==> src/rtl/iir_pkg.sv <==
// Shared definitions for the IIR settle meter.
// Contents:
//   state_t      - measurement FSM state encoding (IDLE, TRACK, DONE)
//   CNT_W        - width of the sample/run/index counters
//   *_DEFAULT    - default tolerance, run length and timeout
package iir_pkg;

  typedef enum logic [1:0] {
    ST_IDLE  = 2'd0,
    ST_TRACK = 2'd1,
    ST_DONE  = 2'd2
  } state_t;

  localparam int CNT_W        = 16;
  localparam int NTOL_DEFAULT = 64;
  localparam int NRUN_DEFAULT = 8;
  localparam int NMAX_DEFAULT = 1000;

endpackage

==> src/rtl/iir_band_check.sv <==
// Combinational tolerance-band test for one sample.
// The error is formed one bit wider than the sample word, so the
// subtraction cannot wrap. Its magnitude is then compared against Ntol,
// and the bound is inclusive.
// Ports:
//   d       in  W    signed sample
//   tgt     in  W    signed target value
//   in_band out 1    1 when |d - tgt| <= Ntol
module iir_band_check
  import iir_pkg::*;
#(
  parameter int W    = 25,
  parameter int Ntol = NTOL_DEFAULT
) (
  input  logic signed [W-1:0] d,
  input  logic signed [W-1:0] tgt,
  output logic                in_band
);

  logic signed [W:0] err;
  logic        [W:0] abs_err;

  always_comb begin
    err     = $signed({d[W-1], d}) - $signed({tgt[W-1], tgt});
    // The most negative possible error is -(2^W - 1). Its negation
    // therefore still fits in W+1 unsigned bits.
    abs_err = err[W] ? $unsigned(-err) : $unsigned(err);
    in_band = (abs_err <= (W+1)'(Ntol));
  end

endmodule

==> src/rtl/iir_settle_meter.sv <==
// Settling-time meter for a filter output stream.
// A start pulse latches the target and begins a measurement. From then on,
// each strobed sample is checked against the target tolerance band. The
// measurement ends in one of two ways:
//   - Settle: a run of Nrun consecutive in-band samples is seen.
//   - Timeout: Nmax samples have been observed.
// On completion, done pulses for one cycle and the results are held until
// the next start.
// Optional feature (macro IIR_SETTLE_PEAK_EN): track the peak sample and the
// overshoot above the target. When the macro is undefined, both outputs are
// tied to 0.
// Ports:
//   clk, rst_n   clock, asynchronous active-low reset
//   start        one-cycle pulse that (re)starts a measurement
//   target       signed expected final value, sampled on start
//   dv_in, d_in  sample strobe and signed sample
//   busy         1 while a measurement is in progress
//   done         one-cycle completion pulse
//   settled      1 = settled, 0 = timed out
//   settle_idx   index of the first sample of the final in-band run
//                (0xFFFF on timeout)
//   peak         maximum sample seen during the measurement
//   overshoot    peak - target, clamped at 0
module iir_settle_meter
  import iir_pkg::*;
#(
  parameter int Ndint  = 3,
  parameter int Ndfrac = 22,
  parameter int Ntol   = NTOL_DEFAULT,
  parameter int Nrun   = NRUN_DEFAULT,
  parameter int Nmax   = NMAX_DEFAULT
) (
  input  logic                            clk,
  input  logic                            rst_n,
  input  logic                            start,
  input  logic signed [Ndint+Ndfrac-1:0]  target,
  input  logic                            dv_in,
  input  logic signed [Ndint+Ndfrac-1:0]  d_in,
  output logic                            busy,
  output logic                            done,
  output logic                            settled,
  output logic        [CNT_W-1:0]         settle_idx,
  output logic signed [Ndint+Ndfrac-1:0]  peak,
  output logic        [Ndint+Ndfrac:0]    overshoot
);

  localparam int W = Ndint + Ndfrac;

  state_t                 state_reg;
  logic signed [W-1:0]    target_reg;
  logic [CNT_W-1:0]       sample_cnt_reg;
  logic [CNT_W-1:0]       run_cnt_reg;
  logic [CNT_W-1:0]       run_start_reg;
  logic [CNT_W-1:0]       settle_idx_reg;
  logic                   settled_reg;
  logic                   done_reg;
  logic                   busy_reg;

  logic                   in_band;
  logic [CNT_W-1:0]       sample_inc;
  logic [CNT_W-1:0]       run_inc;
  logic [CNT_W-1:0]       run_first;
  logic                   hit_settle;
  logic                   hit_timeout;

  iir_band_check #(
    .W    (W),
    .Ntol (Ntol)
  ) u_band (
    .d       (d_in),
    .tgt     (target_reg),
    .in_band (in_band)
  );

  always_comb begin
    sample_inc  = sample_cnt_reg + 16'd1;
    run_inc     = run_cnt_reg + 16'd1;
    // The run start must be visible on the same sample that completes the
    // run. This matters when Nrun = 1.
    run_first   = (run_cnt_reg == '0) ? sample_cnt_reg : run_start_reg;
    hit_settle  = in_band && (run_inc == CNT_W'(Nrun));
    hit_timeout = (sample_inc == CNT_W'(Nmax));
  end

`ifdef IIR_SETTLE_PEAK_EN
  logic signed [W-1:0] peak_reg;
  logic signed [W:0]   ovs_diff;

  always_comb begin
    ovs_diff = $signed({peak_reg[W-1], peak_reg}) - $signed({target_reg[W-1], target_reg});
  end

  assign peak      = peak_reg;
  assign overshoot = ovs_diff[W] ? '0 : $unsigned(ovs_diff);
`else
  assign peak      = '0;
  assign overshoot = '0;
`endif

  always_ff @(posedge clk or negedge rst_n) begin
    if (!rst_n) begin
      state_reg      <= ST_IDLE;
      target_reg     <= '0;
      sample_cnt_reg <= '0;
      run_cnt_reg    <= '0;
      run_start_reg  <= '0;
      settle_idx_reg <= '0;
      settled_reg    <= 1'b0;
      done_reg       <= 1'b0;
      busy_reg       <= 1'b0;
`ifdef IIR_SETTLE_PEAK_EN
      peak_reg       <= '0;
`endif
    end else begin
      done_reg <= 1'b0;
      // start wins in every state: it restarts an ongoing measurement
      // silently, and it is accepted directly out of DONE.
      if (start) begin
        state_reg      <= ST_TRACK;
        busy_reg       <= 1'b1;
        target_reg     <= target;
        sample_cnt_reg <= '0;
        run_cnt_reg    <= '0;
        run_start_reg  <= '0;
        settle_idx_reg <= '0;
        settled_reg    <= 1'b0;
`ifdef IIR_SETTLE_PEAK_EN
        peak_reg       <= {1'b1, {(W-1){1'b0}}};
`endif
      end else begin
        case (state_reg)
          ST_TRACK: begin
            if (dv_in) begin
              sample_cnt_reg <= sample_inc;
              if (in_band) begin
                run_cnt_reg   <= run_inc;
                run_start_reg <= run_first;
              end else begin
                run_cnt_reg   <= '0;
              end
`ifdef IIR_SETTLE_PEAK_EN
              if (d_in > peak_reg) peak_reg <= d_in;
`endif
              // Settle is checked before timeout, so it has priority when
              // both happen on the same sample.
              if (hit_settle) begin
                settled_reg    <= 1'b1;
                settle_idx_reg <= run_first;
                done_reg       <= 1'b1;
                busy_reg       <= 1'b0;
                state_reg      <= ST_DONE;
              end else if (hit_timeout) begin
                settled_reg    <= 1'b0;
                settle_idx_reg <= '1;
                done_reg       <= 1'b1;
                busy_reg       <= 1'b0;
                state_reg      <= ST_DONE;
              end
            end
          end
          ST_DONE:  state_reg <= ST_IDLE;
          default:  state_reg <= ST_IDLE;
        endcase
      end
    end
  end

  assign busy       = busy_reg;
  assign done       = done_reg;
  assign settled    = settled_reg;
  assign settle_idx = settle_idx_reg;

endmodule

==> config.mk <==
export PLATFORM = sky130hd
export DESIGN_NAME = iir_settle_meter
export DESIGN_NICKNAME = d
export VERILOG_FILES = /design/src/rtl/iir_pkg.sv /design/src/rtl/iir_band_check.sv /design/src/rtl/iir_settle_meter.sv
export SDC_FILE = /design/constraint.sdc
export NUM_CORES = 1
export LEC_CHECK = 0
export CAP_MARGIN = 10
export CELL_PAD_IN_SITES_DETAIL_PLACEMENT = 1
export CELL_PAD_IN_SITES_GLOBAL_PLACEMENT = 1
export CORE_MARGIN = 2
export CORE_UTILIZATION = 44
export DETAILED_ROUTE_END_ITERATION = 16
export PLACE_DENSITY_LB_ADDON = 0.12
export SETUP_SLACK_MARGIN = 0.15
export SLEW_MARGIN = 20
export SYNTH_ARGS = -nofsm -noshare
export SYNTH_HDL_FRONTEND = slang
export SYNTH_SLANG_ARGS = --single-unit
==> constraint.sdc <==
create_clock -name clk -period 10.4 [get_ports clk]
set_input_delay 1.04 -clock clk [delete_from_list [all_inputs] [get_ports clk]]
set_output_delay 1.04 -clock clk [all_outputs]
set_load 0.005 [all_outputs]
==> summary.md <==
| Metric | Value |
|---|---|
| Status | `finished, final reports clean` |
| Final setup fails | `0` |
| Share of layout cells above drive strength 1 | `roughly 6.4%` |
| Max FFs per register | `25` |
| Die height | `roughly 140 um` |
| Worst Path Arrival | `~6.3 ns` |
| Final min period | `~6.0 ns` |
| Top cell type by total area after synthesis | `dfrtp_1` |
| WL final | `21900 um` |
| WP buf/inv | `3` |
| Post-route setup TNS | `0 ns` |
| PwrDens | `approximately 120 nW/um^2` |
| Global-route wire length before repair | `between 30000 and 40000 um` |
| EDFF count, synth | `0` |
| Top cells by area, synth | `dfrtp_1 30%, nor2_1 5.6%, buf_4 5.4%, ha_1 4.7%, nand2_1 3.9%` |
| Leak Pwr | `about 3.7 nW` |
| Max-slew violation count | `0` |
| Capturing element type of the critical path | `flop` |
| Max Clock Freq | `roughly 170 MHz` |
| # Post-CTS Setup Buffers | `0` |
| Number of placed instances, taps included | `roughly 1200` |
| Drt first pass iters | `5` |
| Max Buffers Root-to-Sink | `2` |
| Main synth FF type | `dfrtp_1` |
| Die X | `approximately 140 um` |
| Initial antenna violation count | `0` |
| Max Cap Viol | `0` |
| GPL Wtd Cong | `between 0.9 and 1` |
| Final Cycle Share | `approximately three fifths` |
| Detail Placement HPWL | `around 16000 um` |
| CTS Hold Buffers Added | `0` |
| Vias in the first global route | `~7000` |
| Critical path required time | `10.65 ns` |
| Area Overhead vs Synth | `11.6%` |
| PostCTS Resize Cnt | `0` |
| Initial Utilization | `44.9%` |
| TritonCTS Buffers | `9` |
| Top-level I/O count | `between 100 and 150` |
| Post-synthesis cell area | `a little under 8000 um^2` |
| Fin. Hold Viols | `0` |
| # clock sinks | `94` |
| Reg clk slew, reported paths | `approximately 0.08 ns` |
| Crit path max-delay cell type | `nand4_2` |
| Core area | `17300 um^2` |
| Worst-margin pin slew | `~1.1 ns` |
| Worst-Skew Late Latency | `0.36 ns` |
| Post-DP Area | `8360 um^2` |
| RSZ-0062 raised after global routing | `no` |
| CP max stage delay | `approximately 0.6 ns` |
| FP Rows | `48` |
| Largest delay share family, worst path | `simple AND/OR/NAND/NOR gates` |
| Cell count after synthesis | `960` |
| Post-synth top area share | `30.3%` |
| I/O Buffers | `72` |
| WS Path Type | `input pin to flop` |
| CTS Root Cell | `clkbuf_16` |
| Fin nets | `1074` |
| Synth warnings | `0` |
| Post-synth ARST share | `between 90% and 100%` |
| Worst slew margin | `between 20% and 30%` |
| Initial drt markers | `slightly above 400` |
| #FFs+latches synth | `94` |
| Skew final | `0.0135 ns` |
| Register area share after synthesis | `a little under a third` |
| GRT Util Overall | `23.7%` |
| Synthesized area per cell | `8.08 um^2` |
| Most frequent cells after synthesis | `115 x nor2_1, 94 x dfrtp_1, 80 x nand2_1` |
| Startpoint Class | `input pin` |
| Diodes inserted | `0` |
| DR vias | `between 7000 and 8000` |
| Largest net degree at the start of global routing | `slightly below 80` |
| Highest ir drop seen on vdd | `between 0.08 and 0.09 mV` |
| Synth cell types | `79` |
| Routed vias/inst | `slightly below 6` |
| Antenna Nets Post-Route | `0` |
| Post-route cell area | `8660 um^2` |
| Hold WC Path Type | `flop to flop` |
| H-Tree Depth | `3` |
| Die area | `18700 um^2` |
| Crit-path cells | `clkdlybuf4s50_1 -> inv_1 -> ha_1 -> inv_1 -> fa_1 -> a21oi_1 -> o22ai_1 -> nor3_1 -> o32ai_1 -> nor4_1 -> nand4_1 -> or2_2 -> a31oi_1 -> nand4_1 -> nor3_2 -> nand4_2 -> mux2_4` |
| Non-filler instance count after layout | `between 1000 and 1500` |
| DRC | `0` |
| # fillers | `2131` |
| Crit-path max FO | `17` |
| Count leader, synth | `nor2_1` |
| Wirelength per Cell | `around 18 um` |
| Total gr overflow | `0` |
| CTS tree | `done` |
-- where the power goes --
group	total [mW]	leakage (nW)	internal, mW	switching [mW]
sequential	0.378	1.26	0.375	0.00391
clock	0.341	0.145	0.171	0.170
combinational	0.330	2.26	0.122	0.208
-- layer usage --
| metal | routed length, um | part of all wire (%) | track usage (%) | up-vias |
|---|---|---|---|---|
| li1 | - | - | - | 3434 |
| met1 | 10700 | 49 | 33.3 | 3495 |
| met2 | 9880 | 45 | 37.8 | 174 |
| met3 | 939 | 4.3 | 3.85 | 21 |
| met4 | 327 | 1.5 | 6.41 | 0 |
| met5 | 0 | 0 | 0 | - |
-- area by class of cell --
type / count / area (um^2) / area share [%]
clock inverter: 7 / 72.6 / 0.838
clock buffer: 9 / 225 / 2.60
tap: 225 / 282 / 3.25
timing repair buffer: 78 / 761 / 8.78
multi-input combinational: 767 / 4820 / 55.6
sequential: 94 / 2350 / 27.2
inverter: 40 / 150 / 1.73
-- final timing paths --
kind	from	end	slack (ns)	cells after the start
worst max-delay path	d_in[0]	settle_idx[15]	4.35	17
worst min-delay path	target_reg[15]	target_reg[15]	0.54	2
worst max register to register	target_reg[0]	settle_idx[15]	5.12	15
worst min register to register	target_reg[15]	target_reg[15]	0.54	2
max in group asynchronous	rst_n	target_reg[13]	8.61	2
min in group asynchronous	rst_n	settle_idx[15]	0.65	1
-- tightest hold or removal path, cell delays in order (launching register included) --
cell and delay, ns:
dfrtp_1 0.32, inv_1 0.05, o21ai_0 0.13
-- logic make-up (layout without fill, tap and decap cells) --
family          count (synthesis)  in the layout  synth area share (%)
flops                          94             94                  30.3
mux                            43             43                  6.34
other cells                     1             51                0.0483
simple gates                  357            357                  22.9
buf+inv                       149            134                  10.1
compound gates                256            256                  22.0
xor+xnor                       30             30                  3.39
fa+ha+maj                      30             30                  4.93
-- through the flow --
step | power, mW | util [%] | setup WS [ns] | hold slack [ns]
floorplan | 0.627 | - | 5.44 | 0.485
global placement | 0.707 | 48.3 | 4.13 | 0.508
detailed placement | 0.710 | 48.3 | 4.08 | 0.527
CTS | 1.06 | 50.1 | 4.41 | 0.543
global route | 1.11 | 50.1 | 3.89 | 0.553
finish | 1.05 | 50.1 | 4.35 | 0.537
-- cell usage in the layout, fill, tap and decap left out, types with 8 or more instances in the layout --
master	n
xnor2_1	16
dfrtp_1	94
nand4_1	18
a22oi_1	15
o21ai_0	58
inv_1	40
nand3_1	29
mux2_2	13
clkdlybuf4s50_1	70
a311oi_1	17
nor4_1	14
nor3_1	17
nor2_1	114
clkbuf_16	9
xor2_1	14
o211ai_1	12
nor3b_1	8
conb_1	51
a21oi_1	58
and3_1	16
a21o_1	15
buf_4	8
nand2_1	80
and4_1	8
and2_1	10
ha_1	29
a31oi_1	15
mux2i_1	21
mux2_4	9
No activity file was read; power rests on OpenSTA's default activity.
